### config.mk
export PLATFORM = sky130hd
export DESIGN_NAME = igcn_island_dispatcher
export DESIGN_NICKNAME = d
export VERILOG_FILES = /design/src/rtl/igcn_pkg.sv /design/src/rtl/igcn_ack_timer.sv /design/src/rtl/igcn_island_dispatcher.sv
export SDC_FILE = /design/constraint.sdc
export NUM_CORES = 1
export LEC_CHECK = 0
export CAP_MARGIN = 10
export CORE_ASPECT_RATIO = 0.7
export CORE_UTILIZATION = 24
export DETAILED_ROUTE_END_ITERATION = 10
export SLEW_MARGIN = 20
export SYNTH_ARGS = -nofsm -noshare
export SYNTH_HDL_FRONTEND = slang
export SYNTH_SLANG_ARGS = --single-unit
### constraint.sdc
create_clock -name clk_i -period 6 [get_ports clk_i]
set_input_delay 1.2 -clock clk_i [delete_from_list [all_inputs] [get_ports clk_i]]
set_output_delay 1.2 -clock clk_i [all_outputs]
set_load 0.005 [all_outputs]
### src/rtl/igcn_pkg.sv
// Shared types for the igcn island dispatcher: FSM states, the held request
// fields and the chunk-size helpers.
package igcn_pkg;

   typedef enum logic [2:0] {IDLE, ISSUE, WAIT_ACK, DRAIN, DONE} state_e;

   localparam int unsigned C_MAX_DEF = 32;

   typedef struct packed {
      logic [15:0] size;
      logic        enhanced;
      logic        penalty;
   } chunk_req_t;

   function automatic logic [15:0] max_chunk(input logic enhanced, input int unsigned c_max);
      return enhanced ? 16'(2 * c_max) : 16'(c_max);
   endfunction

   function automatic logic [15:0] chunk_of(input logic [15:0] rem, input logic enhanced,
                                            input int unsigned c_max);
      logic [15:0] mc;
      mc = max_chunk(enhanced, c_max);
      return (rem > mc) ? mc : rem;
   endfunction

endpackage

### src/rtl/igcn_ack_timer.sv
// Accept-wait timer: cleared on each request, counts while waiting, and
// raises a sticky flag once LIMIT waiting cycles have elapsed.
module igcn_ack_timer #(
   parameter int unsigned LIMIT = 1024
) (
   input  logic clk_i,
   input  logic rst_i,
   input  logic clr_i,
   input  logic en_i,
   output logic expired_o
);

   localparam int unsigned W    = $clog2(LIMIT + 1);
   localparam logic [W-1:0] LAST = W'(LIMIT - 1);
   localparam logic [W-1:0] SAT  = W'(LIMIT);

   logic [W-1:0] cnt_q, cnt_d;
   logic         exp_q, exp_d;

   always_comb begin
      cnt_d = cnt_q;
      exp_d = exp_q;
      if (clr_i) begin
         cnt_d = '0;
      end else if (en_i) begin
         if (cnt_q != SAT) cnt_d = cnt_q + W'(1);
         if (cnt_q == LAST) exp_d = 1'b1;
      end
   end

   always_ff @(posedge clk_i) begin
      if (rst_i) begin
         cnt_q <= '0;
         exp_q <= 1'b0;
      end else begin
         cnt_q <= cnt_d;
         exp_q <= exp_d;
      end
   end

   assign expired_o = exp_q;

endmodule

### src/rtl/igcn_island_dispatcher.sv
// Island dispatcher: captures descriptors, splits them into accelerator-legal
// chunks and runs the start/accept handshake with igcn_accelerator.
module igcn_island_dispatcher
   import igcn_pkg::*;
#(
   parameter int unsigned C_MAX       = C_MAX_DEF,
   parameter int unsigned ACK_TIMEOUT = 1024,
   parameter int unsigned STAT_W      = 32
) (
   input  logic              clk_i,
   input  logic              rst_i,
   input  logic              in_valid_i,
   output logic              in_ready_o,
   input  logic [15:0]       in_size_i,
   input  logic              in_penalty_i,
   input  logic              in_last_i,
   input  logic              cfg_enhanced_i,
   output logic              start_processing_o,
   output logic [15:0]       island_size_o,
   output logic              strategy_is_enhanced_o,
   output logic              island_needs_penalty_o,
   input  logic              island_accepted_i,
   input  logic              accelerator_busy_i,
   output logic              busy_o,
   output logic              all_done_o,
   output logic              err_timeout_o,
   output logic [STAT_W-1:0] stat_islands_o,
   output logic [STAT_W-1:0] stat_chunks_o
);

   state_e              state_q, state_d;
   chunk_req_t          req_q, req_d;
   logic [15:0]         rem_q, rem_d;
   logic                last_q, last_d;
   logic [STAT_W-1:0]   isl_q, isl_d;
   logic [STAT_W-1:0]   chk_q, chk_d;
   logic [15:0]         rem_left;
   logic                take;

   assign in_ready_o = (state_q == IDLE) || (state_q == DONE);
   assign take       = in_valid_i && in_ready_o;
   // Chunks never exceed what remains, so this cannot wrap.
   assign rem_left   = rem_q - req_q.size;

   always_comb begin
      state_d = state_q;
      req_d   = req_q;
      rem_d   = rem_q;
      last_d  = last_q;
      isl_d   = isl_q;
      chk_d   = chk_q;
      case (state_q)
         IDLE, DONE: begin
            if (take) begin
               isl_d  = isl_q + STAT_W'(1);
               last_d = in_last_i;
               rem_d  = in_size_i;
               if (in_size_i == 16'd0) begin
                  state_d = in_last_i ? DRAIN : IDLE;
               end else begin
                  req_d.size     = chunk_of(in_size_i, cfg_enhanced_i, C_MAX);
                  req_d.enhanced = cfg_enhanced_i;
                  req_d.penalty  = in_penalty_i ||
                                   (in_size_i > max_chunk(cfg_enhanced_i, C_MAX));
                  state_d        = ISSUE;
               end
            end
         end
         ISSUE: begin
            chk_d   = chk_q + STAT_W'(1);
            state_d = WAIT_ACK;
         end
         WAIT_ACK: begin
            if (island_accepted_i) begin
               rem_d = rem_left;
               if (rem_left != 16'd0) begin
                  req_d.size = chunk_of(rem_left, req_q.enhanced, C_MAX);
                  state_d    = ISSUE;
               end else begin
                  state_d = last_q ? DRAIN : IDLE;
               end
            end
         end
         DRAIN: begin
            if (!accelerator_busy_i) state_d = DONE;
         end
         default: state_d = IDLE;
      endcase
   end

   always_ff @(posedge clk_i) begin
      if (rst_i) begin
         state_q <= IDLE;
         req_q   <= '0;
         rem_q   <= '0;
         last_q  <= 1'b0;
         isl_q   <= '0;
         chk_q   <= '0;
      end else begin
         state_q <= state_d;
         req_q   <= req_d;
         rem_q   <= rem_d;
         last_q  <= last_d;
         isl_q   <= isl_d;
         chk_q   <= chk_d;
      end
   end

   igcn_ack_timer #(.LIMIT(ACK_TIMEOUT)) u_ack_timer (
      .clk_i     (clk_i),
      .rst_i     (rst_i),
      .clr_i     (state_q == ISSUE),
      .en_i      (state_q == WAIT_ACK),
      .expired_o (err_timeout_o)
   );

   assign start_processing_o     = (state_q == ISSUE);
   assign island_size_o          = req_q.size;
   assign strategy_is_enhanced_o = req_q.enhanced;
   assign island_needs_penalty_o = req_q.penalty;
   assign busy_o                 = (state_q != IDLE) && (state_q != DONE);
   assign all_done_o             = (state_q == DONE);
   assign stat_islands_o         = isl_q;
   assign stat_chunks_o          = chk_q;

endmodule
==> impl_metrics.json <==
{
  "wire_per_inst_um": 14.1,
  "yosysMostFrequentCell": "nor2_1",
  "synthToLayoutAreaGrowth_pct": 33.0,
  "core_um2": 24700,
  "grt_usage_pct": 13.1,
  "seq_area_frac_synth_pct": 37.8,
  "gr-usage-met2_pct": 18.1,
  "ys_warn_count": 0,
  "timing.rr.start": "island_size_o[2]",
  "clk_path_buf_depth": 2,
  "drive_above_1_share_pct": 6.37,
  "die_x_um": 191,
  "async_flop_share_pct": 0,
  "critPathRequiredTime_ns": 6.26,
  "crit_path_max_fanout": 17,
  "rows": 48,
  "cap_violations": 0,
  "fin_setup_tns_ns": 0,
  "cts_root_buffer": "clkbuf_16",
  "synth_top_cells_by_area": "dfxtp_1, nor2_1, xor2_1",
  "ctsResizeCount": 0,
  "syn-num-nets": 798,
  "startpoint": "island_size_o[2]",
  "die-area_um2": 25800,
  "grt.met1_usage_pct": 19.4,
  "post-cts-setup-buffer-count": 0,
  "clkTransAtPathRegs_ns": 0.06,
  "worst_path_max_delay_cell": "a21oi_2",
  "synth_enable_flop_cells": 0,
  "num_vias": 5570,
  "finalMaxSlewViolations": 0,
  "dp_hpwl_um": 12100,
  "cts_made_buffers": 17,
  "hold_violations": 0,
  "layout.nets": 900,
  "critPathArrivalTime_ns": 3.85,
  "syn_area_um2": 6030,
  "syn_inst": 750,
  "overflow": 0,
  "synth_top_cell_by_area": "dfxtp_1",
  "rsz0062_at_grt": "false",
  "n_antenna_cell": 0,
  "ios": 111,
  "antenna_found_initial": 0,
  "worstHoldPathCells": 2,
  "finalSetupViolations": 0,
  "synth-main-ff-cell": "dfxtp_1",
  "yosys-top-cells-count": "nor2_1, dfxtp_1, nand2_1",
  "r2r-end": "island_size_o[15]",
  "power_density_nw_per_um2": 281,
  "wirelength_um": 16700,
  "period_share_pct": 59.8,
  "gp_congestion": 0.856,
  "crit_type": "register to register",
  "worstHoldEndpoint": "u_ack_timer.expired_o",
  "path_cells": "inv_1, ha_1, nor2b_4, o31ai_2, a31oi_1, or3_2, o2111ai_1, nor3_4, a21oi_2, buf_4, nor3b_1",
  "first_pass_iters": 5,
  "viasPerCell": 4.68,
  "cts_hold_buf": 0,
  "htreeDepth": 4,
  "tightest_slew_ns": 0.928,
  "drc": 0,
  "clk_latency_ns": 0.42,
  "cp-end-kind": "register",
  "nFillCells": 2587,
  "finalWorstPathRequiredPeriod_ns": 3.59,
  "cts_sinks": 114,
  "r2r_slack_ns": 2.41,
  "portBuffers": 110,
  "top_usage_layer": "met1",
  "skew_ns": 0.0145,
  "fmax_mhz": 279,
  "start_kind": "register",
  "grt_use_met3_pct": 3.64,
  "holdCritStartpoint": "u_ack_timer.expired_o",
  "slew_headroom_pct": 38.1,
  "leakage_nw": 2.90,
  "grt_max_degree": 105,
  "grt_pass1_vias": 5027,
  "drt_iter0_markers": 349,
  "die_height_um": 135,
  "vdd_drop_max_mv": 0.136,
  "detail-route-antenna-nets": 0,
  "avgSynthCellArea_um2": 8.04,
  "start_util_pct": 24.4,
  "synth_seq_cells": 114,
  "status": "finished clean",
  "grt_pass1_wl_um": 26800,
  "whs_ns": 0.441,
  "ys_types": 64,
  "max_stage_delay_ns": 0.75,
  "hp-class": "register to register",
  "yosys.area.top_type_share_pct": 37.8,
  "ff2ff_path_depth": 11,
  "cts_tree": "done"
}
==> sequential cells by signal (all words and copies together), names as in the netlist <==
name                    count
stat_islands_o             32
u_ack_timer.expired_o       1
stat_chunks_o              32
strategy_is_enhanced_o      1
rem_q                      16
u_ack_timer.cnt_q          11
last_q                      1
island_size_o              16
state_q                     3
island_needs_penalty_o      1
==> per-layer routing <==
layer | vias up | wire length (µm)
met5 | - | 0
met4 | 0 | 199
met3 | 20 | 905
met2 | 151 | 6570
met1 | 2547 | 9040
li1 | 2852 | -
==> power by group <==
group	switching, mW	internal [mW]
Combinational	0.274	0.189
Sequential	0.0198	0.782
Clock	0.374	0.618
Total	0.668	1.59
==> through the flow <==
| stage | power, mW | util (%) | area [µm²] | setup WS (ns) | cells |
|---|---|---|---|---|---|
| finish | 2.26 | 32.5 | 8020 | 2.41 | 1189 |
| global route | 2.37 | 32.5 | 8020 | 2.18 | 1189 |
| CTS | 2.28 | 32.5 | 8020 | 2.46 | 1189 |
| detailed placement | 1.27 | 30.2 | 7440 | 2.26 | 1158 |
| global placement | 1.27 | 30.2 | 7440 | 2.31 | 1158 |
| floorplan | 1.14 | - | 6030 | 3.02 | 750 |
==> area by class of cell <==
type	instances	area [µm²]	share of cell area, %
Inverter	38	143	1.78
Multi-Input combinational cell	567	3480	43.4
Clock inverter	13	139	1.73
Tap cell	325	407	5.07
Timing Repair Buffer	114	1130	14.1
Clock buffer	18	439	5.47
Sequential cell	114	2280	28.4
==> worst max-delay path, delay by kind of cell, from the launching register on <==
| kind | cells | cell delay (ns) |
|---|---|---|
| fa+ha+maj | 1 | 0.35 |
| simple gates | 4 | 0.83 |
| flops | 1 | 0.36 |
| buf+inv | 2 | 0.36 |
| compound gates | 4 | 1.53 |
==> cell families after synthesis <==
logic type	synth area share (%)
AOI/OAI and AO/OA	15.7
DFF	37.8
muxes	1.08
adders and majority gates	5.10
xor gates and xnor gates	9.00
and+or+nand+nor	26.8
buffers and inverters	4.50
==> cell usage in the layout (no fill, tap or decap), types with 8 or more instances in the layout <==
cell type / Yosys / layout
clkdlybuf4s50_1: 0 / 109
nor2_1: 115 / 115
nand3_1: 27 / 27
ha_1: 23 / 23
a21oi_1: 39 / 38
and3_1: 15 / 15
xnor2_1: 18 / 18
xor2_1: 44 / 44
dfxtp_1: 114 / 114
nand4_1: 17 / 17
o21ai_0: 31 / 31
inv_1: 38 / 38
a31oi_1: 11 / 11
nor3_1: 29 / 29
clkbuf_16: 0 / 17
a211oi_1: 8 / 8
or3_1: 19 / 19
nand2_1: 69 / 69
==> worst max-delay path by stage <==
stage | end | slack (ns)
detailed placement | stat_islands_o[31] | 2.26
floorplan | island_size_o[6] | 3.02
CTS | island_size_o[15] | 2.46
global placement | island_size_o[15] | 2.31
global route | island_size_o[10] | 2.18
finish | island_size_o[15] | 2.41
Note: power is estimated with default switching activity, not from simulation.
